==> src/rtl/maxpool_pair_feeder.sv <==
// maxpool_pair_feeder: turns a raster pixel stream into vertically aligned
// pixel pairs for a 2x2 max-pool. Even rows are parked in a line buffer.
// While the next odd row streams in, each odd-row pixel leaves together with
// the buffered pixel from the same column.
module maxpool_pair_feeder #(
   parameter int dataColNum = 28,
   parameter int dataRowNum = 28,
   parameter int wordlength = 16,
   parameter int col_length = 5
) (
   input  logic                         clk,
   input  logic                         irst_n,
   input  logic                         in_valid,
   input  logic signed [wordlength-1:0] pixel_in,
   output logic signed [wordlength-1:0] pixels_0,
   output logic signed [wordlength-1:0] pixels_1,
   output logic                         out_valid,
   output logic                         frame_done
);

   localparam int ROW_W  = $clog2(dataRowNum + 1);
   localparam int IDX_W  = (dataColNum > 1) ? $clog2(dataColNum) : 1;
   localparam bit ODD_ROWS = (dataRowNum % 2) == 1;

   localparam logic [col_length-1:0] COL_LAST  = col_length'(dataColNum - 1);
   localparam logic [ROW_W-1:0]      ROW_END   = ROW_W'(dataRowNum);
   localparam logic [ROW_W-1:0]      ROW_DRAIN = ROW_W'(dataRowNum - 1);

   typedef enum logic [1:0] {FILL, EMIT, DRAIN} state_t;

   state_t                        state, nxt_state;
   logic [col_length-1:0]         col, nxt_col;
   logic [ROW_W-1:0]              row, nxt_row, row_inc;
   logic signed [wordlength-1:0]  nxt_p0, nxt_p1;
   logic                          nxt_vld, nxt_fd;
   logic                          lb_we;
   logic                          col_last;
   logic [IDX_W-1:0]              col_idx;

   // One even row of storage; contents are only meaningful after a FILL row.
   logic signed [wordlength-1:0]  linebuf [dataColNum];

   assign col_last = (col == COL_LAST);
   assign col_idx  = col[IDX_W-1:0];
   assign row_inc  = row + ROW_W'(1);

   // Next-state, counter and output-register values; idle cycles hold all
   // state and drop out_valid while the pixel outputs keep their last pair.
   always_comb begin
      nxt_state = state;
      nxt_col   = col;
      nxt_row   = row;
      nxt_p0    = pixels_0;
      nxt_p1    = pixels_1;
      nxt_vld   = 1'b0;
      nxt_fd    = 1'b0;
      lb_we     = 1'b0;
      if (in_valid) begin
         nxt_col = col_last ? '0 : col + col_length'(1);
         case (state)
            FILL: begin
               lb_we = 1'b1;
               if (col_last) begin
                  nxt_row   = row_inc;
                  nxt_state = EMIT;
               end
            end
            EMIT: begin
               nxt_p0  = linebuf[col_idx];
               nxt_p1  = pixel_in;
               nxt_vld = 1'b1;
               if (col_last) begin
                  if (ODD_ROWS && (row_inc == ROW_DRAIN)) begin
                     // Last full row pair done; the leftover odd row is dropped.
                     nxt_row   = row_inc;
                     nxt_state = DRAIN;
                     nxt_fd    = 1'b1;
                  end else if (row_inc == ROW_END) begin
                     nxt_row   = '0;
                     nxt_state = FILL;
                     nxt_fd    = 1'b1;
                  end else begin
                     nxt_row   = row_inc;
                     nxt_state = FILL;
                  end
               end
            end
            DRAIN: begin
               if (col_last) begin
                  nxt_row   = '0;
                  nxt_state = FILL;
               end
            end
            default: begin
               nxt_state = FILL;
               nxt_col   = '0;
               nxt_row   = '0;
            end
         endcase
      end
   end

   // State, counters and registered outputs; reset aborts any partial row.
   always_ff @(posedge clk or negedge irst_n) begin
      if (!irst_n) begin
         state      <= FILL;
         col        <= '0;
         row        <= '0;
         pixels_0   <= '0;
         pixels_1   <= '0;
         out_valid  <= 1'b0;
         frame_done <= 1'b0;
      end else begin
         state      <= nxt_state;
         col        <= nxt_col;
         row        <= nxt_row;
         pixels_0   <= nxt_p0;
         pixels_1   <= nxt_p1;
         out_valid  <= nxt_vld;
         frame_done <= nxt_fd;
      end
   end

   // Even-row capture; no reset since stale contents are never read before
   // being rewritten by the next FILL row.
   always_ff @(posedge clk) begin
      if (lb_we) linebuf[col_idx] <= pixel_in;
   end

endmodule

==> config.mk <==
export PLATFORM = sky130hd
export DESIGN_NAME = maxpool_pair_feeder
export DESIGN_NICKNAME = d
export VERILOG_FILES = /design/src/rtl/maxpool_pair_feeder.sv
export SDC_FILE = /design/constraint.sdc
export NUM_CORES = 1
export LEC_CHECK = 0
export ABC_AREA = 1
export CAP_MARGIN = 0
export CORE_ASPECT_RATIO = 1.4
export CORE_MARGIN = 2
export CORE_UTILIZATION = 30
export CTS_CLUSTER_SIZE = 14
export DETAILED_ROUTE_END_ITERATION = 10
export GPL_TIMING_DRIVEN = 0
export PLACE_DENSITY = 0.58
export SYNTH_ARGS = -nofsm -noshare
export SYNTH_HDL_FRONTEND = slang
export SYNTH_SLANG_ARGS = --single-unit
==> constraint.sdc <==
create_clock -name clk -period 2.4 [get_ports clk]
set_input_delay 0.24 -clock clk [delete_from_list [all_inputs] [get_ports clk]]
set_output_delay 0.24 -clock clk [all_outputs]
set_load 0.05 [all_outputs]
Yosys cells after proc, flatten, opt, wreduce, memory -nomap -nowiden
Memories as Yosys holds them, arrays and structs flattened. A register that Yosys moved wholly into a read port is not among the register bits.
Index checks and enable logic that the tools add are counted.
- muxes and demuxes: 20
- equal/unequal tests: 8
- add/sub/neg operators: 2
- reductions and logical operators: 7
- operators with widths (operator ; count):
    2-to-1 mux 5 bit ; 6
    case mux 5 bit (3 select lines) ; 1
    adder 5 x 1 -> 5 bit (second input constant) ; 2
    == test 5 bit (second input constant) ; 2
    2-to-1 mux 1 bit ; 10
    != test 2 bit (second input constant) ; 3
    2-to-1 mux 2 bit ; 2
    case mux 2 bit (2 select lines) ; 1
    AND reduction 4 bit ; 1
    AND reduction 3 bit ; 1
    OR reduction 3 bit ; 1
    == test 2 x 1 -> 1 bit (second input constant) ; 1
    == test 2 bit (second input constant) ; 1
    zero test 2 bit ; 1
    != test 2 x 1 -> 1 bit (second input constant) ; 1
    AND reduction 2 bit ; 1
    OR reduction 2 bit ; 1
    zero test 1 bit ; 1
- flip-flop bits (word level): 30
- RAM bits: 448
- memories kept: 1
- output and inout bits: 34
- memories (name ; depth ; width ; read ports ; clocked after Yosys merged registers in ; write ports ; RTL line ; source):
    linebuf ; 28 ; 16 ; 1 ; 1 ; 1 ; 41 ; logic signed [wordlength-1:0] linebuf [dataColNum];

Depth between registers and ports, before layout
Gate-level depths: netlist (run 1).
- depth in word-level cells: 6
- mapped depth: 13
- depth with buffers taken out: 11

Worst setup path before layout (run 1)
No wires, ideal clock.
- kind: flip-flop to flip-flop
- start: register col[0]
- end: memory linebuf[8][0] (enable)
- data arrival time: 1.943 ns
- cell stages (with the launch flop): 8
- slack: 0.069 ns
- required time: 2.012 ns
- path buffers: 3
- period minus slack after synthesis: 2.331 ns
- cells stage by stage: dfrtp_1 -> buf_4 -> inv_4 -> buf_6 -> buf_2 -> ha_1 -> nand2_1 -> nor2_1
- RTL lines (element ; RTL line ; source):
    start: declaration ; 32 ; logic [col_length-1:0] col, nxt_col;
    start signal: assignment ; 115 ; col <= nxt_col;
    end: declaration ; 41 ;
No word-level cell before the write port.

Worst setup path in the final report (run 1)
- start: register col[3]
- end: memory linebuf[23][3] (enable)
No word-level cell before the write port.

==> results.toml, run 1 <==
[timing]
totalNegativeSetupSlack_ps = -194.9
slew_headroom_pct = 8.332
clock.fmax_mhz = 413.5
worstMarginPinSlew_ps = 1371
fin_skew_ps = 17.60
final_hold_viol_count = 0
rsz0062_at_grt = "true"
worst_slack_ps = -18.62
fin_crit_sh_pct = 100.8
maxSlewViolCount = 0
report.final.setup_viol = 16
final_period_minus_worst_setup_slack_ps = 2419

[global_route]
grt_overflow_total = 0
grt_pass1_wl_um = 95500
grt_pass1_vias = 14285
globalRouteTotalUtil_pct = 18.71
global_route.usage.met2_pct = 33.25
antenna_found_initial = 1
grt_max_degree = 38
grtUsageMet3_pct = 2.554
busiest_layer = "met2"
met1_usage_pct = 20.18

[synth]
syn-mean-instance-area_sq_um = 10.69
synth_enable_flop_cells = 448
post-synth-top-area-fraction_pct = 64.88
synth_fp_nets = 1965
yosys_warnings = 0
synth_top_cells_by_area = "sky130_fd_sc_hd__edfxtp_1, sky130_fd_sc_hd__nand2_1, sky130_fd_sc_hd__nand3_1"
yosysMostFrequentCell = "sky130_fd_sc_hd__nand2_1"
synth-async-reset-ratio_pct = 9.128
post_synth_most_frequent_cells = "sky130_fd_sc_hd__nand2_1, sky130_fd_sc_hd__edfxtp_1, sky130_fd_sc_hd__nand3_1, sky130_fd_sc_hd__inv_1, sky130_fd_sc_hd__nor2_1"
syn_area_sq_um = 20730
ys_dominant_reg_cell = "sky130_fd_sc_hd__edfxtp_1"
synthDominantAreaCellType = "sky130_fd_sc_hd__edfxtp_1"
netlist-cell-type-count = 32
post_synthesis_sequential_area_ratio_pct = 70.31
ys_seq_elements = 493
syn_inst = 1940

[die]
chipWidth_um = 226.2
std_cell_rows = 114
ios = 53
core_area_sq_um = 68750
start_util_pct = 30.16
dieHeight_um = 315.1
die_area_sq_um = 71260

[critical_path]
cp_data_required_time_ps = 2660
crit-reg2reg-launch = "col[3]"
start_kind = "register"
worst-endpoint-arrival_ps = 2680
crit-reg2reg-capture = "linebuf[23][3]"
critical_path.endpoint_type = "register"
setup.reg_to_reg.worst_slack_ps = -20
r2r_cells = 6
worstSetupStartpoint = "col[3]"
worst-path-max-fanout = 14
critical_path_class = "reg -> reg"

[pwr]
power_density_nw_per_um2 = 1085
static-leakage-power_nw = 9.796
power.total_mw = 26.66
peakVddDrop_v = 0.0005569

[layout]
syn_to_final_growth_pct = 18.54
drive_above_1_share_pct = 12.14
final_antenna_diode_count = 0
postLayoutCellArea_sq_um = 24580
layout.nets = 2105
finish.utilization_pct = 35.75

[route]
first_pass_iters = 5
post_drt_via_cell_ratio = 4.738
detailroute.via_count = 14388
drc = 0
routedWlPerCell_um = 22.02
drt_wl_total_um = 66860
drt-initial-drc-count = 1404
ant_nets = 0

[clock_network]
cts_made_buffers = 44
clock_tree.htree_level_count = 2
worstSkewPairLatency_ps = 560
tritoncts = "built"
clk_path_buf_depth = 3
clkSlewWorstSetupHoldPaths_ps = 70
cts.sink_count = 493
clock_tree.root_cell = "sky130_fd_sc_hd__clkbuf_16"

[placed_design]
dp.final_hpwl_um = 46130
pre_cts_slack_ps = -970.8
finalWeightedCongestion = 0.9303
portBuffers = 52
postPlaceCellArea_sq_um = 22770

[run_status]
failed_checks = "negative setup slack"
run_status = "finished, violations left"

[run]
max-cap-violations = 0

[hold_path]
holdCritPathClass = "in -> async"
==> kinds of logic after synthesis <==
kind of cell    share of synthesized area [%]
flops                                   70.31
buf+inv                                 6.071
fa+ha+maj                              0.3620
simple gates                            21.70
xor+xnor                               0.1690
compound gates                          1.388
==> critical path, stage by stage, from the launching register on <==
cell,delay [ps]
sky130_fd_sc_hd__dfrtp_1,450
sky130_fd_sc_hd__buf_2,230
sky130_fd_sc_hd__inv_1,110
sky130_fd_sc_hd__clkbuf_2,320
sky130_fd_sc_hd__nand3_1,420
sky130_fd_sc_hd__nor2_4,370
sky130_fd_sc_hd__buf_16,200
==> repair_timing <==
item | 4_1_cts | 5_1_grt
setup buffers | 20 | 1
gates resized for setup | 42 | 20
hold buffers | 1 | 0
pin swaps | 18 | 1
endpoints found under the hold margin | 45 | 0
setup endpoints to repair | 418 | 172
==> how the worst max path moves through the flow <==
stage	to	slack [ps]	depth (start not counted)
floorplan	linebuf[8][0]	70	7
global placement	linebuf[23][15]	-1150	5
detailed placement	linebuf[2][1]	-970	7
CTS	linebuf[7][3]	-50	5
global route	linebuf[18][12]	-40	6
finish	linebuf[23][3]	-20	6
==> report_power, final <==
| part | switching, mW | total [mW] | internal (mW) |
|---|---|---|---|
| combinational | 6.92 | 9.43 | 2.51 |
| sequential | 0.327 | 10.4 | 10.0 |
| clock | 3.10 | 6.86 | 3.76 |
==> placed cells by master (no fill, tap or decap), drive strengths merged <==
| cell type | synthesis | layout |
|---|---|---|
| nand2 | 707 | 707 |
| edfxtp | 448 | 448 |
| nand3 | 229 | 229 |
| inv | 189 | 190 |
| nor2 | 133 | 133 |
| buf | 78 | 129 |
| clkbuf | 16 | 85 |
| dfrtp | 45 | 45 |
| clkdlybuf4s50 | 0 | 38 |
| o21ai | 24 | 24 |
| a21oi | 20 | 20 |
| or2 | 16 | 16 |
| nor3 | 12 | 12 |
| clkinv | 2 | 10 |
| o211ai | 7 | 7 |
| ha | 6 | 6 |
| xor2 | 3 | 3 |
| xnor2 | 1 | 1 |
| nand4 | 1 | 1 |
| o22ai | 1 | 1 |
| nand3b | 1 | 1 |
| o32ai | 1 | 1 |
| bufinv | 0 | 1 |
| dlygate4sd3 | 0 | 1 |
==> per-layer routing <==
layer,vias up,share of wire (%)
met4,0,8.8
met2,483,51
met5,-,0
met1,7073,36
met3,187,5.1
li1,6645,-
==> final cells by class <==
| type | count | area [sq um] |
|---|---|---|
| plain buffers | 94 | 566.8 |
| clock buffers | 65 | 1271 |
| clock inverters | 10 | 73.82 |
| fillers | 6817 | 44170 |
| inverters | 191 | 719.4 |
| multi-input cells | 1162 | 5147 |
| flip-flops and latches | 493 | 14580 |
| well taps | 928 | 1161 |
| repair buffers | 94 | 1061 |
==> flip-flops by register name, summed over array words and instances (netlist names) <==
register	count
col	5
frame_done	1
linebuf	448
out_valid	1
pixels_0	16
pixels_1	16
row	5
state	1
==> stage by stage <==
step                      hold WS [ps]  std cells
after floorplan                 -55.59       1940
after global placement           467.2       2920
after detailed placement         114.7       2940
after CTS                        71.86       3036
after global routing             105.2       3037
final                            72.28       3037
Note: power is estimated with default switching activity, not from simulation.
==> run 2: changes to the inputs <==
- RECOVER_POWER: not set -> 50
==> run 2 against run 1 <==
Net effect:
- the flow finishes with violations (max-capacitance violations, max-slew violations, negative setup slack)
- hold slack improved by 82 ps
- global-route usage is the same
- setup slack worse by 4.6 ps
- clock skew about the same
- final area is 0.12% lower
- total power about the same
- clock power hardly changed
- cell count about the same
- sequential share of layout area is 0.072 points higher
- wire length is 0.10% lower
- via count rose by 0.46%
- utilization hardly changed
- highest routed layer is now met5
==> results.toml, run 2 (synthesized netlist as in run 1, its figures left out) <==
[run]
max-cap-violations = 13

[layout]
multi_input_area_sq_um = 5147
final_cell_mix = "sky130_fd_sc_hd__nand2_1, sky130_fd_sc_hd__edfxtp_1, sky130_fd_sc_hd__nand3_1"
layout.nets = 2105
finish.utilization_pct = 35.71
fill_cells = 6831
drive_above_1_share_pct = 11.47
flip_flop_count_of_the_largest_register_after_layout = 448
layout.cells.most_common = "sky130_fd_sc_hd__nand2_1"
largest-register = "linebuf"
register_area_sq_um = 14580
syn_to_final_growth_pct = 18.40
largest_regs = "linebuf: 448 flops, pixels_0: 16 flops, pixels_1: 16 flops"

[global_route]
grt_pass1_vias = 14285
grt_overflow_total = 0
grt_max_degree = 38
globalRouteTotalUtil_pct = 18.71
grt_pass1_wl_um = 95500
antenna_found_initial = 1

[route]
drt-initial-drc-count = 1444
drt_wl_total_um = 66800
detailroute.via_count = 14454
ant_nets = 0
drc = 0
first_pass_iters = 5
routedWlPerCell_um = 21.99
post_drt_via_cell_ratio = 4.758

[clock_network]
clk_path_buf_depth = 3
clock_tree.root_cell = "sky130_fd_sc_hd__clkbuf_16"
tritoncts = "built"
worstSkewPairLatency_ps = 570
clock_tree.htree_level_count = 2
cts.sink_count = 493
cts_made_buffers = 44
clkSlewWorstSetupHoldPaths_ps = 70

[run_status]
failed_checks = "max-capacitance violations, max-slew violations, negative setup slack"
run_status = "finished, violations left"

[hold_path]
holdCritPathClass = "in -> async"

[critical_path]
worst-endpoint-arrival_ps = 2690
start_kind = "register"
cp_data_required_time_ps = 2660
critical_path_class = "reg -> reg"
worst-path-max-fanout = 14
critical_path.endpoint_type = "register"

[timing]
worst_slack_ps = -23.20
fin_skew_ps = 17.74
final_hold_viol_count = 0
slew_headroom_pct = -32.45
rsz0062_at_grt = "true"
maxSlewViolCount = 390
clock.fmax_mhz = 412.7
worstMarginPinSlew_ps = 1987
report.final.setup_viol = 26
fin_crit_sh_pct = 101.0
final_period_minus_worst_setup_slack_ps = 2423

[die]
dieHeight_um = 315.1
std_cell_rows = 114
chipWidth_um = 226.2
ios = 53
start_util_pct = 30.16
die_area_sq_um = 71260
core_area_sq_um = 68750

[pwr]
power.share.sequential_pct = 38.9
static-leakage-power_nw = 9.753
p_sw_share_pct = 38.81
power.total_mw = 26.66
intPower_mw = 16.31
power_density_nw_per_um2 = 1086
power.share.clock_pct = 25.7
comb_power_share_pct = 35.3
power.switching_mw = 10.34
peakVddDrop_v = 0.0005434

[placed_design]
portBuffers = 52
finalWeightedCongestion = 0.9303
dp.final_hpwl_um = 46130
## run 2: area by class of cell
type | count | area share (%)
clock buffer | 65 | 5.178
buffer | 94 | 2.309
timing repair buffer | 94 | 4.189
sequential | 493 | 59.39
multi-input combinational | 1162 | 20.97
tap | 928 | 4.730
inverter | 191 | 2.931
clock inverter | 10 | 0.3007
antenna | 1 | 0.01019
## run 2: through the flow
stage	hold WS (ps)	setup TNS, ps	instances	cell area, sq um	setup WS, ps
4_1_cts	71.86	-994.7	3036	24550	-51.16
6_report	154.0	-306.3	3038	24550	-23.20
3_3_place_gp	467.2	-451920	2920	22420	-1152
3_5_place_dp	114.7	-186970	2940	22770	-970.8
5_1_grt	208.6	-1492	3037	24550	-37.55
2_1_floorplan	-55.59	0	1940	20730	68.66
## run 2: metal layers
layer / GRT usage (%) / part of all wire [%] / vias up / routed length, um
li1: - / - / 6646 / -
met1: 20.18 / 35 / 7082 / 23410
met2: 33.25 / 50 / 540 / 33720
met3: 2.554 / 5.6 / 184 / 3773
met4: 13.91 / 8.8 / 2 / 5885
met5: 0 / 0.019 / - / 13
## run 2: worst max-delay path, stage by stage (launching register included)
cell	delay (ps)
sky130_fd_sc_hd__dfrtp_1	450
sky130_fd_sc_hd__buf_2	240
sky130_fd_sc_hd__inv_1	120
sky130_fd_sc_hd__clkbuf_2	330
sky130_fd_sc_hd__nand3_1	420
sky130_fd_sc_hd__nor2_4	360
sky130_fd_sc_hd__buf_16	200
## run 2: power groups by stage
| stage | Clock, mW | Combinational [mW] | Sequential, mW |
|---|---|---|---|
| final | 6.86 | 9.42 | 10.4 |
| after global routing | 7.20 | 9.98 | 10.4 |
| after CTS | 6.93 | 9.25 | 10.4 |
| after detailed placement | 0 | 9.00 | 10.6 |
| after global placement | 0 | 8.83 | 10.6 |
| after floorplan | 0 | 4.31 | 11.4 |
## run 2: worst paths after layout
| path | from | to | slack, ps | cells past startpoint |
|---|---|---|---|---|
| max in group asynchronous | irst_n | pixels_0[8] | 870 | 3 |
| max | col[3] | linebuf[23][3] | -20 | 6 |
| min in group clk | pixels_1[13] | pixels_1[13] | 500 | 2 |
| min | irst_n | pixels_1[14] | 150 | 2 |
| max reg2reg | col[3] | linebuf[23][3] | -20 | 6 |
| min reg2reg | pixels_1[13] | pixels_1[13] | 500 | 2 |
## run 2: what timing repair did
action | CTS | global route
gates cloned | 0 | 0
gates resized for setup | 42 | 20
hold endpoints to repair | 45 | 0
hold buffers | 1 | 0
pin swaps | 18 | 1
setup buffers | 20 | 1
endpoints found under the setup margin | 418 | 172
==> run 3: changes to the inputs <==
- CORE_MARGIN: 2 -> 3
- CORE_UTILIZATION: 30 -> 56
- PLACE_DENSITY: 0.58 -> 0.88
==> run 3 against run 2 <==
Net effect:
- the run ends with max-capacitance violations, max-slew violations left
- setup slack better by 25 ps
- hold slack better by 320 ps
- sequential share of layout area rose by 1.5 points
- total power is 0.83% lower
- register-to-register slack better by 20 ps
- final area shrank 2.4%
- die area decreased by 45%
- largest power group unchanged
==> results.toml, run 3 (synthesized netlist as in run 1, its figures left out) <==
[run_status]
run_status = "finished, violations left"
failed_checks = "max-capacitance violations, max-slew violations"

[critical_path]
critical_path.endpoint_type = "register"
cp_data_required_time_ps = 2660
start_kind = "register"
critical-path-top-delay-family = "buffers and inverters"
worst-endpoint-arrival_ps = 2650
critical-path-slowest-cell = "sky130_fd_sc_hd__dfrtp_1"
critical_path_class = "reg -> reg"
slowest_delay_ps = 420
worstPathBufferInverterCount = 4
worst-path-max-fanout = 20
cells_along_the_critical_path = "buf_4, inv_4, buf_6, ha_1, nand2_2, nor2_4, buf_8"

[die]
die_area_sq_um = 39400
ios = 53
dieHeight_um = 233.7
std_cell_rows = 82
core_area_sq_um = 36220
chipWidth_um = 168.6
start_util_pct = 57.25

[timing]
fin_skew_ps = 23.07
final_period_minus_worst_setup_slack_ps = 2398
maxSlewViolCount = 180
slew_headroom_pct = -27.93
fin_crit_sh_pct = 99.93
totalNegativeSetupSlack_ps = 0
worstMarginPinSlew_ps = 1919
final_hold_viol_count = 0
report.final.setup_viol = 0
finalHoldWorstSlack_ps = 473.8
clock.fmax_mhz = 416.9

[route]
routedWlPerCell_um = 25.03
first_pass_iters = 8
post_drt_via_cell_ratio = 6.106
ant_nets = 0
detailroute.via_count = 15687
drt-initial-drc-count = 2412
drc = 0
drt_wl_total_um = 64310

[placed_design]
postPlaceCellArea_sq_um = 22030
dp.final_hpwl_um = 42020
portBuffers = 52
finalWeightedCongestion = 0.9871
post-place-cells = 2464

[global_route]
grt_pass1_vias = 15647
grt_pass1_wl_um = 92890
grt_overflow_total = 0
antenna_found_initial = 0
grt_max_degree = 30
globalRouteTotalUtil_pct = 32.43

[layout]
flip_flop_count_of_the_largest_register_after_layout = 448
layout.cells.most_common = "sky130_fd_sc_hd__nand2_1"
syn_to_final_growth_pct = 15.54
register_area_sq_um = 14580
final_cell_count_no_fill = 2569
fill_cells = 2378
layout.nets = 2104
multi_input_area_sq_um = 5142
final_cell_mix = "sky130_fd_sc_hd__nand2_1, sky130_fd_sc_hd__edfxtp_1, sky130_fd_sc_hd__nand3_1"
final_antenna_diode_count = 0
postLayoutCellArea_sq_um = 23960
drive_above_1_share_pct = 10.77
largest_regs = "linebuf: 448 flops, pixels_0: 16 flops, pixels_1: 16 flops"
largest-register = "linebuf"

[clock_network]
clk_path_buf_depth = 3
clkSlewWorstSetupHoldPaths_ps = 70
clock_tree.htree_level_count = 2
clock_tree.root_cell = "sky130_fd_sc_hd__clkbuf_16"
worstSkewPairLatency_ps = 570
tritoncts = "built"
cts.sink_count = 493
cts_made_buffers = 43

[pwr]
static-leakage-power_nw = 9.726
power_density_nw_per_um2 = 1104
peakVddDrop_v = 0.001065

[hold_path]
holdCritPathClass = "in -> async"

[run]
max-cap-violations = 6
-- run 3: cell types whose count changed in the layout (fill, tap and decap cells not counted), moves of 2 or more --
cell,before,now
sky130_fd_sc_hd__buf_8,17,6
sky130_fd_sc_hd__buf_12,9,17
sky130_fd_sc_hd__dlygate4sd3_1,4,11
sky130_fd_sc_hd__clkbuf_8,7,2
sky130_fd_sc_hd__nand2_1,698,702
sky130_fd_sc_hd__clkbuf_4,4,1
sky130_fd_sc_hd__inv_1,184,187
sky130_fd_sc_hd__inv_2,4,1
sky130_fd_sc_hd__nand2_2,6,3
sky130_fd_sc_hd__buf_4,22,24
sky130_fd_sc_hd__nand3_1,229,227
sky130_fd_sc_hd__nand3_2,0,2
-- run 3: routing by layer --
layer / share of wire (%) / track usage (%) / wire length, um / vias to the layer above
met5: 0 / 0 / 0 / -
met4: 10 / 26.99 / 6492 / 0
met3: 11 / 6.653 / 7108 / 380
met2: 48 / 54.68 / 31130 / 1296
met1: 30 / 35.07 / 19590 / 7372
li1: - / - / - / 6639
-- run 3: area by class of cell --
class	instances	share of cell area, %
clock buffers	65	5.097
repair buffers	95	4.512
clock inverters	8	0.3551
well taps	462	2.413
flip-flops and latches	493	60.86
multi-input cells	1162	21.47
inverters	191	3.003
plain buffers	93	2.298
-- run 3: worst paths after layout --
path,from,to,slack (ps),cells after the start
hold reg to reg,pixels_1[10],pixels_1[10],480,2
hold / removal,irst_n,row[2],470,2
setup / recovery,col[0],linebuf[14][10],2,7
setup reg to reg,col[0],linebuf[14][10],2,7
min in group clk,pixels_1[10],pixels_1[10],480,2
max in group asynchronous,irst_n,pixels_0[8],520,3
-- run 3: worst register-to-register path, cell delays in order (launching register included) --
cell                      delay [ps]
sky130_fd_sc_hd__dfrtp_1         420
sky130_fd_sc_hd__buf_4           190
sky130_fd_sc_hd__inv_4           110
sky130_fd_sc_hd__buf_6           260
sky130_fd_sc_hd__ha_1            220
sky130_fd_sc_hd__nand2_2         290
sky130_fd_sc_hd__nor2_4          370
sky130_fd_sc_hd__buf_8           220
-- run 3: per-stage QoR --
| step | utilization (%) | worst slack, ps | total power, mW |
|---|---|---|---|
| 2_1_floorplan | - | 68.66 | 15.68 |
| 3_3_place_gp | 60.28 | -1089 | 18.87 |
| 3_5_place_dp | 60.84 | -1077 | 19.22 |
| 4_1_cts | 65.93 | 2.489 | 25.98 |
| 5_1_grt | 66.15 | -9.992 | 27.16 |
| 6_report | 66.15 | 1.608 | 26.44 |
-- run 3: power breakdown --
part	total [mW]	internal [mW]	switching [mW]
combinational	9.38	2.48	6.89
clock	6.67	3.71	2.96
sequential	10.4	10.1	0.342
-- run 3: timing repair --
action | CTS | global route
resized for setup | 39 | 18
buffers inserted | 26 | 6
cloned | 0 | 0
setup endpoints to repair | 436 | 257
pin swaps | 19 | 6
hold endpoints to repair | 21 | 0
hold buffers | 1 | 0
